File: src/rtl/uart_tx_arbiter.sv
// Round-robin arbiter sharing one serial transmitter among N requesters.
// Ownership is held for a whole message (up to the octet flagged by last),
// so messages never interleave on the line. One octet is in flight at a time.
module uart_tx_arbiter #(
    parameter int unsigned N        = 4,
    parameter int unsigned IDLE_MAX = 15
) (
    input  logic           clk,
    input  logic           rst,
    input  logic [N-1:0]   req,
    input  logic [8*N-1:0] data,
    input  logic [N-1:0]   last,
    output logic [N-1:0]   ack,
    output logic [N-1:0]   grant,
    output logic           tx_wr,
    output logic [7:0]     tx_data,
    input  logic           tx_busy
);

    localparam int unsigned PtrW = (N > 1) ? $clog2(N) : 1;
    // A zero-width counter is not legal, so IDLE_MAX == 0 still gets one bit.
    localparam int unsigned CntW = (IDLE_MAX > 0) ? $clog2(IDLE_MAX + 1) : 1;
    localparam logic [CntW-1:0] IdleMax = CntW'(IDLE_MAX);
    localparam logic [PtrW-1:0] LastIdx = PtrW'(N - 1);

    typedef enum logic [2:0] {StIdle, StOwn, StWrite, StHold, StDrain} state_e;

    state_e          state_q, state_d;
    logic [PtrW-1:0] owner_q, owner_d;
    logic [PtrW-1:0] ptr_q, ptr_d;
    logic [N-1:0]    grant_q, grant_d;
    logic            last_q, last_d;
    logic [CntW-1:0] cnt_q, cnt_d;
    logic            tx_wr_q, tx_wr_d;
    logic [7:0]      tx_data_q, tx_data_d;

    logic            sel_found;
    logic [PtrW-1:0] sel_idx;
    logic [PtrW-1:0] cand;
    logic            accept;

    // Owner's octet is taken when it requests and the transmitter is free.
    assign accept  = (state_q == StOwn) && req[owner_q] && !tx_busy;
    assign ack     = accept ? grant_q : '0;
    assign grant   = grant_q;
    assign tx_wr   = tx_wr_q;
    assign tx_data = tx_data_q;

    // Round-robin search: first requesting index at or after ptr, wrapping.
    always_comb begin
        sel_found = 1'b0;
        sel_idx   = '0;
        cand      = '0;
        for (int k = 0; k < int'(N); k++) begin
            cand = PtrW'((int'(ptr_q) + k) % int'(N));
            if (!sel_found && req[cand]) begin
                sel_found = 1'b1;
                sel_idx   = cand;
            end
        end
    end

    // Next-state logic for the message-locking arbitration FSM.
    always_comb begin
        state_d   = state_q;
        owner_d   = owner_q;
        ptr_d     = ptr_q;
        grant_d   = grant_q;
        last_d    = last_q;
        cnt_d     = cnt_q;
        tx_wr_d   = 1'b0;
        tx_data_d = tx_data_q;
        unique case (state_q)
            StIdle: begin
                grant_d = '0;
                if (sel_found) begin
                    owner_d          = sel_idx;
                    grant_d[sel_idx] = 1'b1;
                    ptr_d            = (sel_idx == LastIdx) ? '0 : sel_idx + 1'b1;
                    cnt_d            = '0;
                    state_d          = StOwn;
                end
            end
            StOwn: begin
                if (accept) begin
                    tx_data_d = data[{owner_q, 3'b000} +: 8];
                    last_d    = last[owner_q];
                    cnt_d     = '0;
                    tx_wr_d   = 1'b1;
                    state_d   = StWrite;
                end else if (!req[owner_q]) begin
                    // Owner went quiet for too long: abandon its message.
                    if (cnt_q == IdleMax) begin
                        grant_d = '0;
                        state_d = StIdle;
                    end else begin
                        cnt_d = cnt_q + 1'b1;
                    end
                end
            end
            StWrite: state_d = StHold;
            // The transmitter's busy flag rises one cycle after wr; skip it here.
            StHold:  state_d = StDrain;
            StDrain: begin
                if (!tx_busy) begin
                    if (last_q) begin
                        grant_d = '0;
                        state_d = StIdle;
                    end else begin
                        state_d = StOwn;
                    end
                end
            end
            default: begin
                grant_d = '0;
                state_d = StIdle;
            end
        endcase
    end

    // State and registered outputs; async reset leaves any in-flight frame alone.
    always_ff @(posedge clk or posedge rst) begin
        if (rst) begin
            state_q   <= StIdle;
            owner_q   <= '0;
            ptr_q     <= '0;
            grant_q   <= '0;
            last_q    <= 1'b0;
            cnt_q     <= '0;
            tx_wr_q   <= 1'b0;
            tx_data_q <= '0;
        end else begin
            state_q   <= state_d;
            owner_q   <= owner_d;
            ptr_q     <= ptr_d;
            grant_q   <= grant_d;
            last_q    <= last_d;
            cnt_q     <= cnt_d;
            tx_wr_q   <= tx_wr_d;
            tx_data_q <= tx_data_d;
        end
    end

endmodule
File: config.mk
export PLATFORM = sky130hd
export DESIGN_NAME = uart_tx_arbiter
export DESIGN_NICKNAME = d
export VERILOG_FILES = /design/src/rtl/uart_tx_arbiter.sv
export SDC_FILE = /design/constraint.sdc
export NUM_CORES = 1
export LEC_CHECK = 0
export ABC_AREA = 1
export BUFFER_PORTS_ARGS = -buffer_cell sky130_fd_sc_hd__buf_2
export CAP_MARGIN = 20
export CORE_UTILIZATION = 45
export DETAILED_ROUTE_END_ITERATION = 16
export PLACE_DENSITY = 0.84
export SYNTH_ARGS = -nofsm -noshare
export SYNTH_HDL_FRONTEND = slang
export SYNTH_SLANG_ARGS = --single-unit
File: constraint.sdc
create_clock -name clk -period 1.6 [get_ports clk]
set_input_delay 0 -clock clk [delete_from_list [all_inputs] [get_ports clk]]
set_output_delay 0 -clock clk [all_outputs]
set_load 0.02 [all_outputs]
## Word-level counts from Yosys, hierarchy flattened

Cells that the tools add are included.

- Bits in registers: 25
- Output and inout port bits: 17
- Word-level logic and storage cells: 100
- Input bits: 43

- Order comparisons: 7
- $add $sub $neg: 5
- Shift-type cells: 1
- Bitwise logic cells: 1
- Mux-type cells: 45
- Reduce and logical (&&, ||, !) cells: 18
- Equal/unequal tests: 15

Operators by type and width:

| cell | count |
|---|---|
| $mux W4 | 11 |
| $shiftx A32 B6 Y8 | 1 |
| $lt A2 B3 Y1 const B | 6 |
| $pmux W4 S4 | 1 |
| $mux W3 | 5 |
| $pmux W3 S5 | 1 |
| $mux W1 | 14 |
| $bmux W1 S2 | 6 |
| $mux W2 | 5 |
| $ne A2 B2 Y1 const B | 5 |
| $pmux W4 S2 | 1 |
| $reduce_and A4 Y1 | 2 |
| $eq A3 B2 Y1 const B | 2 |
| $logic_and A1 B1 Y1 | 6 |
| $ne A3 B3 Y1 const B | 2 |
| $reduce_and A6 Y1 | 1 |
| $add A2 B1 Y2 const B | 2 |
| $add A2 B2 Y2 const B | 2 |
| $add A4 B1 Y4 const B | 1 |
| $eq A4 B4 Y1 const B | 1 |
| $logic_not A1 Y1 | 4 |
| $reduce_and A2 Y1 | 2 |
| $eq A3 B1 Y1 const B | 1 |
| $eq A3 B3 Y1 const B | 1 |
| 9 further kinds | 9 |

## Depth between registers and ports, before layout

Gate-level depths: netlist of run 1.

- Depth after elaboration: 18
- Gate-level depth with buffers: 13
- Gate-level depth less buffers: 13

## Worst setup path before layout of run 1

Ideal clock, no wire load.

- Path kind: reg-to-reg
- Start: register ptr_q[0]
- End: register ptr_q[1]
- Period minus slack after synthesis: 1.742 ns
- Library setup time: 0.118 ns
- Data arrival time: 1.624 ns
- Path slack: -0.142 ns
- Cell stages (with the launch flop): 13
- Buffers on the path: 1
- Data required time: 1.482 ns
- Cell sequence: dfrtp_1 buf_6 nand2_1 nand2_2 nand2_2 nand2_4 nor2_8 nand4_1 nand2_1 inv_1 ha_1 nand2_1 o21ai_2

- Longest elaborated chain between the ends: 14
- Elaborated cells on any way between the ends: 29
- Those cells by class: add/sub: 4; eq/ne: 1; mux: 17; reduce/logical: 7

Ends and longest elaborated chain:

| what | RTL line | text |
|---|---|---|
| start: declaration | 30 | `logic [PtrW-1:0] ptr_q, ptr_d;` |
| start signal: assignment | 135 | `ptr_q <= ptr_d;` |
| branches (longest 11 deep; another with $add A2 B1 Y2) | -- |  |
| $mux W2 (*) | 56 | `if (!sel_found && req[cand]) begin` |
| named net sel_idx[1] | 38 | `logic [PtrW-1:0] sel_idx;` |
| $add A2 B1 Y2 / $eq A2 B2 Y1 (equally long branches) | 79 | `ptr_d = (sel_idx == LastIdx) ? '0 : sel_idx + 1'b1;` |
| $mux W2 (*) | 79 |  |

Mark *: on every way through the listed nets, which the timed path passes. The select of a mux whose other input is x is not followed.
A chain may end at the register's enable or synchronous reset.

## Worst setup path after layout of run 1

- Start: register ptr_q[0]
- End: register grant_q[1] (netlist: grant[1])

- Longest elaborated chain between the ends: 18
- Elaborated cells on any way between the ends: 32
- Those cells by class: add/sub: 3; order compare: 2; mux: 20; reduce/logical: 7

Ends and longest elaborated chain:

| what | RTL line | text |
|---|---|---|
| branches (longest 16 deep; another with $lt A2 B3 Y1) | -- |  |
| $mux W4 (*) | 76 | `if (sel_found) begin` |
| $pmux W4 S4 (*) | 73 | `unique case (state_q)` |
| end signal: assignment | 136 | `grant_q <= grant_d;` |
| end: declaration | 31 | `logic [N-1:0] grant_q, grant_d;` |

Mark *: on every way between the ends. The select of a mux whose other input is x is not followed.

==> results.toml, run 1 <==
[finish]
insertedDiodeCount = 0
final_nets = 402
layout.cells.most_common = "sky130_fd_sc_hd__buf_2"
n_fill_cell = 287
syn_to_final_growth_pct = 51.1
final_cell_area_um2 = 2690
drive_above_1_share_pct = 47.6
multi_input_comb_area_um2 = 1210
utilization_of_the_core_after_routing_pct = 72.0
ff_latch_area_um2 = 629
most_frequent_cells_in_the_layout = "sky130_fd_sc_hd__buf_2 (58), sky130_fd_sc_hd__nor2_1 (51), sky130_fd_sc_hd__nand2_1 (46)"

[timing]
worst_slack_ps = -219
tightest_slew_ps = 323
max_freq_mhz = 550
setup_repair_after_global_routing_missed_its_margin = "yes"
report.final.slew_viol_count = 0
finalHoldViolations = 0
min_period_over_period_pct = 114
holdWs_ps = 27.4
clock_skew_ps = 3.44
max-slew-margin-rel_pct = 78.5
final_period_minus_worst_setup_slack_ps = 1820
setup_viol_count_final = 14

[drt]
wl_per_cell_um = 14.1
totalWireLength_mm = 5.64
avgViaCountPerCell = 5.34
drtPass1Iterations = 4
drtIter0Drc = 142
post-route-drc-count = 0
dr_total_vias = 2142
route.antenna.remaining_nets = 0

[worst_setup_path]
worst_path_max_delay_cell = "sky130_fd_sc_hd__dfrtp_2"
regToRegStartpoint = "ptr_q[0]"
rrSetupSlack_ps = -220
cp_data_arrival_time_ps = 1990
worst-r2r-cell-count = 12
end_kind = "flop"
startpoint_type = "flop"
peak_fanout_along_the_critical_path = 7
rr_endpoint = "grant[1]"
setup.worst_path.class = "reg -> reg"
cpMostUsedCell = "sky130_fd_sc_hd__nand2_1"
worstPathCellList = "inv_4 > nand2_1 > nand3_2 > nand2_2 > nor2_8 > nand2_1 > nand3_2 > nand2_2 > buf_6 > ha_2 > nand2_1 > o21ai_1"
max_stage_delay_ps = 480
critical_path_required_ps = 1780

[synthesis]
synth_seq_area_share_pct = 35.1
yosysWarnings = 0
synthesis.area_um2 = 1780
synth_nets = 305
synth.ff_latch_count = 25
yosys.cell_types.count = 28
synth_cells = 257
synth.avg_cell_area_um2 = 6.94

[place]
gp_congestion = 0.906
port_buffers = 59
dpl_worst_slack_ps = -306
post-dp-hpwl_mm = 3.37
dpl-instance-area_um2 = 2290

[power]
power_switching_uw = 3200
power.leakage_uw = 0.00140
cell_internal_pwr_uw = 3090
switching_share_pct = 50.9
total_power_uw = 6290
power.combinational.fraction_pct = 75.3
seq_power_share_pct = 18.1
pwr-share-clk_pct = 6.6
power-per-cell-area_nw_per_um2 = 2340
peakVddDrop_mv = 1.32

[clock_tree]
ctsHtreeMaxLevel = 1
cts_sinks = 25
clock_insertion_delay_worst_skew_ps = 290
cts.path.max_buffers = 2
cts_buffers = 3
tritoncts = "yes"
cts.reportedPaths.clkPinSlew_ps = 100
cts_root_buffer = "sky130_fd_sc_hd__clkbuf_8"

[floorplan]
die-height_um = 64.9
core_area_um2 = 3740
design.portCount = 60
num_rows = 22
floorplan.initialDensity_pct = 47.6
fp.dieArea_um2 = 4220
die_width_um = 64.9

[hold_path]
whs_endpoint = "state_q[2]"
whs_path_depth = 3
holdCritStartpoint = "tx_busy"
holdCritPathClass = "in -> reg"

[status]
failed_checks = "negative setup slack"
run_status = "finished with violations"

[grt]
grt_max_degree = 26
gr-usage-met2_pct = 44.9
track_usage_pct = 25.6
grt_use_met3_pct = 4.40
met1_usage_pct = 30.6
via_count_of_the_first_global_routing_pass = 1951
globalRoute.busiestLayer = "met2"
antenna_found_initial = 0
globalRoute.totalOverflow = 0
wire_length_of_the_first_global_routing_pass_mm = 8.38

[run]
number_of_max_capacitance_violations_reported = 0
-- kinds of logic (layout without fill, tap and decap cells) --
| family | after synthesis | in the layout | share of synthesized area (%) |
|---|---|---|---|
| buffers and inverters | 32 | 128 | 8.07 |
| AND/OR/NAND/NOR | 154 | 154 | 40.4 |
| XOR/XNOR | 2 | 2 | 0.983 |
| AO/OA/AOI/OAI | 39 | 39 | 12.0 |
| flip-flops | 25 | 25 | 35.1 |
| adder cells (fa/ha/maj) | 5 | 5 | 3.51 |
-- cell usage after synthesis, drive strengths merged --
library cell,number,area (µm²)
nand3b,1,7.51
o21ai,30,158
a31oi,8,50.1
ha,5,62.6
nand2,71,304
dfrtp,25,626
clkbuf,2,7.51
buf,5,40.0
nor2,54,221
inv,25,96.3
nor3,2,10.0
nand4,3,33.8
nand3,23,143
o22ai,1,6.26
xnor2,2,17.5
-- worst max-delay path by stage --
stage | startpoint | endpoint | slack, ps | depth (start not counted)
2_1_floorplan | ptr_q[0] | ptr_q[1] | -130 | 12
3_3_place_gp | ptr_q[0] | ptr_q[1] | -190 | 12
3_5_place_dp | ptr_q[0] | ptr_q[1] | -310 | 12
4_1_cts | ptr_q[0] | ptr_q[1] | -190 | 12
5_1_grt | ptr_q[0] | grant[1] | -320 | 12
6_report | ptr_q[0] | grant[1] | -220 | 12
-- flip-flops by register name, indices dropped and copies added (netlist names) --
signal	flops
tx_data	8
owner_q	2
cnt_q	4
ptr_q	2
last_q	1
state_q	3
grant	4
tx_wr	1
-- worst max-delay path, delay by kind of cell (launching register included) --
family                   cells  cell delay, ps
AND/OR/NAND/NOR              8             780
flip-flops                   1             480
buffers and inverters        2             230
adder cells (fa/ha/maj)      1             150
AO/OA/AOI/OAI                1              60
-- final cells by class --
| type | count | share of cell area [%] |
|---|---|---|
| Clock inverter | 1 | 0.279 |
| Multi-Input combinational cell | 200 | 44.8 |
| Clock buffer | 3 | 1.53 |
| Timing Repair Buffer | 99 | 23.9 |
| Sequential cell | 25 | 23.4 |
| Inverter | 25 | 3.95 |
| Tap cell | 48 | 2.23 |
-- through the flow --
step	cells	TNS (ps)
global route	401	-2990
global placement	381	-693
CTS	394	-1040
floorplan	257	-173
finish	401	-1770
detailed placement	381	-1320
-- layer usage --
layer | routed length (µm) | part of all wire, % | vias up
li1 | - | - | 1021
met1 | 2360 | 42 | 993
met2 | 2770 | 49 | 108
met3 | 379 | 6.7 | 20
met4 | 127 | 2.3 | 0
met5 | 0 | 0 | -
-- power by group through the flow --
stage               Clock, µW  Sequential [µW]  Combinational [µW]
floorplan                   0             1250                2240
global placement            0             1110                3400
detailed placement          0             1120                3510
CTS                       409             1120                4150
global route              434             1170                5130
finish                    413             1140                4740
-- timing repair --
item | in CTS | in global routing
gates cloned | 0 | 0
endpoints found under the hold margin | 25 | 0
pin swaps | 19 | 10
setup endpoints to repair | 17 | 26
hold buffers | 1 | 0
gates resized for setup | 39 | 26
buffers inserted | 9 | 7
Power figures use the tool's default switching activity.
==> run 2: changes to the inputs <==
SKIP_CTS_REPAIR_TIMING = 1   (was not set)
==> run 2 against run 1 <==
  * The run still ends with negative setup slack left
  * Register-to-register slack lost 90 ps
  * Non-clock buffer count shrank 3
  * Die area is the same
  * Combinational power shrank 5.3%
  * Setup slack lost 88 ps
  * First-iteration DRC count shrank 36%
  * Final area shrank 2.8%
  * Clock power is essentially flat
  * Largest cell class unchanged
==> results.toml, run 2 (synthesized netlist as in run 1, its figures left out) <==
[worst_setup_path]
rr_endpoint = "ptr_q[1]"
rrSetupSlack_ps = -310
startpoint_type = "flop"
setup.worst_path.class = "reg -> reg"
regToRegStartpoint = "ptr_q[0]"
worst-r2r-cell-count = 11
worstPathCellList = "inv_4 > nand2_1 > nand3_1 > nand2_2 > nor2_8 > nand4_1 > nand2_2 > inv_2 > ha_4 > nand2_2 > o21ai_2"
max_stage_delay_ps = 480
end_kind = "flop"
worst_path_max_delay_cell = "sky130_fd_sc_hd__dfrtp_2"
cp_data_arrival_time_ps = 2120
peak_fanout_along_the_critical_path = 7
critical_path_required_ps = 1820
cpMostUsedCell = "sky130_fd_sc_hd__nand2_2"

[floorplan]
core_area_um2 = 3740
design.portCount = 60
num_rows = 22
die-height_um = 64.9
fp.dieArea_um2 = 4220
floorplan.initialDensity_pct = 47.6
die_width_um = 64.9

[place]
cell_count_after_placement = 381
gp_congestion = 0.906
port_buffers = 59
post-dp-hpwl_mm = 3.37

[grt]
antenna_found_initial = 0
track_usage_pct = 22.0
grt_max_degree = 26
globalRoute.totalOverflow = 0
via_count_of_the_first_global_routing_pass = 1761
wire_length_of_the_first_global_routing_pass_mm = 7.25

[clock_tree]
ctsHtreeMaxLevel = 1
clock_insertion_delay_worst_skew_ps = 280
cts_root_buffer = "sky130_fd_sc_hd__clkbuf_8"
cts_sinks = 25
cts_buffers = 3
cts.path.max_buffers = 2
tritoncts = "yes"
cts.reportedPaths.clkPinSlew_ps = 100

[finish]
layout.cells.most_common = "sky130_fd_sc_hd__buf_2"
most_frequent_cells_in_the_layout = "sky130_fd_sc_hd__buf_2 (58), sky130_fd_sc_hd__nor2_1 (51), sky130_fd_sc_hd__nand2_1 (47)"
n_fill_cell = 298
final_nets = 399
syn_to_final_growth_pct = 46.9
number_of_flip_flops_in_the_largest_register = 8
insertedDiodeCount = 0
drive_above_1_share_pct = 44.3
layout.cells.non_filler = 398

[timing]
finalHoldViolations = 0
setup_viol_count_final = 13
max-slew-margin-rel_pct = 78.4
final_period_minus_worst_setup_slack_ps = 1910
report.final.slew_viol_count = 0
min_period_over_period_pct = 119
clock_skew_ps = 1.86
setup_repair_after_global_routing_missed_its_margin = "yes"
tightest_slew_ps = 320
worst_slack_ps = -307
max_freq_mhz = 524

[hold_path]
whs_path_depth = 3
whs_endpoint = "state_q[2]"
holdCritStartpoint = "tx_busy"
holdCritPathClass = "in -> reg"

[drt]
dr_total_vias = 2086
totalWireLength_mm = 5.27
post-route-drc-count = 0
wl_per_cell_um = 13.2
route.antenna.remaining_nets = 0
drtPass1Iterations = 4
drtIter0Drc = 91
avgViaCountPerCell = 5.24

[power]
cell_internal_pwr_uw = 2960
power.combinational.fraction_pct = 74.3
power.leakage_uw = 0.00137
pwr-share-clk_pct = 6.8
power_switching_uw = 3090
seq_power_share_pct = 18.9
switching_share_pct = 51.1
peakVddDrop_mv = 1.23
power-per-cell-area_nw_per_um2 = 2310
total_power_uw = 6050

[status]
run_status = "finished with violations"
failed_checks = "negative setup slack"

[run]
number_of_max_capacitance_violations_reported = 0
run 2: cell count changes in the layout (fill, tap and decap cells not counted), moves of 2 or more:
cell / before / now
sky130_fd_sc_hd__nand3_2: 13 / 7
sky130_fd_sc_hd__buf_6: 8 / 5
sky130_fd_sc_hd__nand2_4: 11 / 7
sky130_fd_sc_hd__nand2_2: 14 / 16
sky130_fd_sc_hd__nand3_1: 8 / 13
sky130_fd_sc_hd__inv_4: 3 / 1
run 2: worst max-delay path by stage:
stage	start	to	slack, ps	cells after the start
5_1_grt	ptr_q[0]	ptr_q[1]	-370	11
2_1_floorplan	ptr_q[0]	ptr_q[1]	-130	12
3_3_place_gp	ptr_q[0]	ptr_q[1]	-190	12
3_5_place_dp	ptr_q[0]	ptr_q[1]	-310	12
4_1_cts	ptr_q[0]	ptr_q[1]	-320	12
6_report	ptr_q[0]	ptr_q[1]	-310	11
run 2: power by group through the flow:
stage	Sequential, µW	Clock [µW]	Combinational [µW]
floorplan	1250	0	2240
global placement	1110	0	3400
detailed placement	1120	0	3510
CTS	1110	409	3520
global route	1180	438	4910
finish	1140	412	4490
run 2: cell type report:
class                      count  area [µm²]  share of cell area, %
timing repair buffer          96         609                   23.3
multi-input combinational    200        1160                   44.4
clock buffer                   3        41.3                   1.58
clock inverter                 1        7.51                  0.287
sequential                    25         629                   24.0
inverter                      25         109                   4.16
tap                           48        60.1                   2.29
run 2: critical path: cells and delay by family, from the launching register on:
family | cells | cell delay, ps
AO/OA/AOI/OAI | 1 | 50
buffers and inverters | 2 | 170
flip-flops | 1 | 480
AND/OR/NAND/NOR | 7 | 880
adder cells (fa/ha/maj) | 1 | 260
run 2: per-layer routing:
layer	wire (µm)	part of all wire [%]	global-route usage, %
met5	0	0	0
met3	324	6.1	3.70
met1	2160	41	26.4
met4	193	3.7	8.06
met2	2590	49	38.9
run 2: stage by stage:
stage	area (µm²)	hold slack [ps]	util (%)	setup slack, ps	setup TNS [ps]
2_1_floorplan	1790	27.3	-	-127	-173
3_3_place_gp	2290	60.6	61.2	-192	-693
3_5_place_dp	2290	73.1	61.2	-306	-1320
4_1_cts	2340	-235	62.5	-322	-1780
5_1_grt	2620	38.0	70.0	-370	-3480
6_report	2620	26.6	70.0	-307	-2240
==> run 3: changes to the inputs <==
CORE_UTILIZATION = 50   (was 45)
PLACE_DENSITY = 0.88   (was 0.84)
clock period = 2 ns   (was 1.6 ns; I/O delays follow)
==> run 3 against run 2 <==
  * The flow finishes with violations (negative hold slack)
  * Fmax decreased by 1.4%
  * Flip-flop and latch count unchanged
  * Combinational power decreased by 42%
  * Sequential power decreased by 19%
  * Final cell count decreased by 6.5%
  * Via count decreased by 11%
  * First-iteration DRC count decreased by 46%
  * Global-route usage about the same
  * Critical path depth increased by 1
  * Power decreased by 38%
  * Setup slack improved by 370 ps
  * Critical path type unchanged
  * Critical endpoint unchanged
  * Largest cell class unchanged
  * Largest power group unchanged
  * Highest routed layer unchanged
==> results.toml, run 3 (synthesized netlist as in run 1, its figures left out) <==
[status]
run_status = "finished with violations"
failed_checks = "negative hold slack"

[grt]
antenna_found_initial = 0
globalRoute.totalOverflow = 0
track_usage_pct = 22.0
grt_max_degree = 26
via_count_of_the_first_global_routing_pass = 1620
wire_length_of_the_first_global_routing_pass_mm = 6.42

[place]
dpl_worst_slack_ps = -25.2
cell_count_after_placement = 362
dpl-instance-area_um2 = 2140
gp_congestion = 0.903
port_buffers = 59
post-dp-hpwl_mm = 3.12

[floorplan]
num_rows = 21
core_area_um2 = 3360
design.portCount = 60
fp.dieArea_um2 = 3810
floorplan.initialDensity_pct = 53.0
die-height_um = 61.7
die_width_um = 61.7

[clock_tree]
cts_buffers = 3
cts_root_buffer = "sky130_fd_sc_hd__clkbuf_4"
cts.path.max_buffers = 2
cts.reportedPaths.clkPinSlew_ps = 150
tritoncts = "yes"
clock_insertion_delay_worst_skew_ps = 320
ctsHtreeMaxLevel = 1
cts_sinks = 25

[worst_setup_path]
end_kind = "flop"
path_delay_family = "simple AND/OR/NAND/NOR gates"
regToRegStartpoint = "ptr_q[0]"
peak_fanout_along_the_critical_path = 8
cpMostUsedCell = "sky130_fd_sc_hd__nand2_2"
worstPathCellList = "buf_4 > nand2_2 > nand2_2 > nand2_4 > nand2_4 > nor2_8 > nand4_1 > nand2_2 > inv_2 > ha_1 > nand2_1 > o21ai_2"
worst_path_max_delay_cell = "sky130_fd_sc_hd__dfrtp_2"
cp_data_arrival_time_ps = 2160
startpoint_type = "flop"
worst-r2r-cell-count = 12
rr_endpoint = "ptr_q[1]"
critical_path_buf_inv_count = 2
critical_path_required_ps = 2230
max_stage_delay_ps = 510
setup.worst_path.class = "reg -> reg"
rrSetupSlack_ps = 70

[timing]
max_freq_mhz = 517
setup_viol_count_final = 0
finalHoldViolations = 5
max-slew-margin-rel_pct = 79.3
clock_skew_ps = 6.70
min_period_over_period_pct = 96.7
holdWs_ps = -13.4
final_period_minus_worst_setup_slack_ps = 1930
tightest_slew_ps = 310
report.final.slew_viol_count = 0
worst_slack_ps = 66.2

[finish]
final_nets = 375
layout.cells.most_common = "sky130_fd_sc_hd__buf_2"
ff_latch_area_um2 = 627
drive_above_1_share_pct = 33.1
n_fill_cell = 317
number_of_flip_flops_in_the_largest_register = 8
multi_input_comb_area_um2 = 1050
insertedDiodeCount = 0
layout.cells.non_filler = 372
syn_to_final_growth_pct = 26.9
final_cell_area_um2 = 2260
most_frequent_cells_in_the_layout = "sky130_fd_sc_hd__buf_2 (59), sky130_fd_sc_hd__nand2_1 (58), sky130_fd_sc_hd__nor2_1 (52)"
utilization_of_the_core_after_routing_pct = 67.3

[power]
power.leakage_uw = 0.00121
cell_internal_pwr_uw = 1730
switching_share_pct = 53.9
seq_power_share_pct = 24.6
power.combinational.fraction_pct = 69.1
power_switching_uw = 2020
power-per-cell-area_nw_per_um2 = 1660
peakVddDrop_mv = 0.768
total_power_uw = 3750
pwr-share-clk_pct = 6.3

[drt]
drtIter0Drc = 49
post-route-drc-count = 0
wl_per_cell_um = 11.3
avgViaCountPerCell = 5.00
dr_total_vias = 1860
route.antenna.remaining_nets = 0
totalWireLength_mm = 4.19
drtPass1Iterations = 5

[hold_path]
holdCritStartpoint = "data[24]"
holdCritPathClass = "in -> reg"
whs_path_depth = 3
whs_endpoint = "tx_data[0]"

[run]
number_of_max_capacitance_violations_reported = 0
==> run 3: cell types whose count changed in the layout (fill, tap and decap cells not counted), moves of 3 or more <==
cell                       change
sky130_fd_sc_hd__buf_6         -4
sky130_fd_sc_hd__buf_4        -22
sky130_fd_sc_hd__clkbuf_8      -3
sky130_fd_sc_hd__nand2_4       -4
sky130_fd_sc_hd__nand3_1       +3
sky130_fd_sc_hd__nand2_1      +11
sky130_fd_sc_hd__nand2_2       -6
sky130_fd_sc_hd__ha_1          +3
sky130_fd_sc_hd__clkbuf_4      +3
==> run 3: worst reg2reg max path, stage by stage (launching register included) <==
cell and delay [ps]:
sky130_fd_sc_hd__dfrtp_2 510, sky130_fd_sc_hd__buf_4 170, sky130_fd_sc_hd__nand2_2 60, sky130_fd_sc_hd__nand2_2 90, sky130_fd_sc_hd__nand2_4 100, sky130_fd_sc_hd__nand2_4 70, sky130_fd_sc_hd__nor2_8 170, sky130_fd_sc_hd__nand4_1 140
sky130_fd_sc_hd__nand2_2 120, sky130_fd_sc_hd__inv_2 40, sky130_fd_sc_hd__ha_1 260, sky130_fd_sc_hd__nand2_1 80, sky130_fd_sc_hd__o21ai_2 50
==> run 3: worst max path at each step <==
stage	from	end	slack (ps)	cells past startpoint
after detailed placement	ptr_q[0]	ptr_q[1]	-30	13
after CTS	ptr_q[0]	ptr_q[1]	-40	13
after global routing	ptr_q[0]	ptr_q[1]	-30	13
after global placement	ptr_q[0]	ptr_q[1]	60	13
after floorplan	ptr_q[0]	ptr_q[1]	260	12
final	ptr_q[0]	ptr_q[1]	70	12
==> run 3: stage by stage <==
stage / setup TNS [ps] / hold slack (ps)
floorplan: 0 / 27.3
global placement: 0 / 59.6
detailed placement: -25.2 / 64.5
CTS: -40.9 / -300
global route: -29.0 / 3.01
finish: 0 / -13.4
==> run 3: layer usage <==
| layer | part of all wire, % | vias up | track usage (%) |
|---|---|---|---|
| met5 | 0 | - | 0 |
| met4 | 0.86 | 0 | 2.22 |
| met3 | 6.2 | 6 | 4.55 |
| met2 | 50 | 73 | 39.6 |
| met1 | 43 | 819 | 28.2 |
| li1 | - | 962 | - |
==> run 3: cell type report <==
cell class	instances	area share, %
Multi-Input combinational cell	200	46.2
Sequential cell	25	27.7
Timing Repair Buffer	72	17.9
Inverter	25	4.37
Tap cell	46	2.54
Clock buffer	3	0.995
Clock inverter	1	0.332
==> run 3: power by group through the flow <==
stage,Clock (µW),Sequential [µW],Combinational (µW)
after global placement,0,921,2330
final,238,921,2590
after detailed placement,0,927,2390
after global routing,262,951,2930
after CTS,240,916,2400
after floorplan,0,997,1780
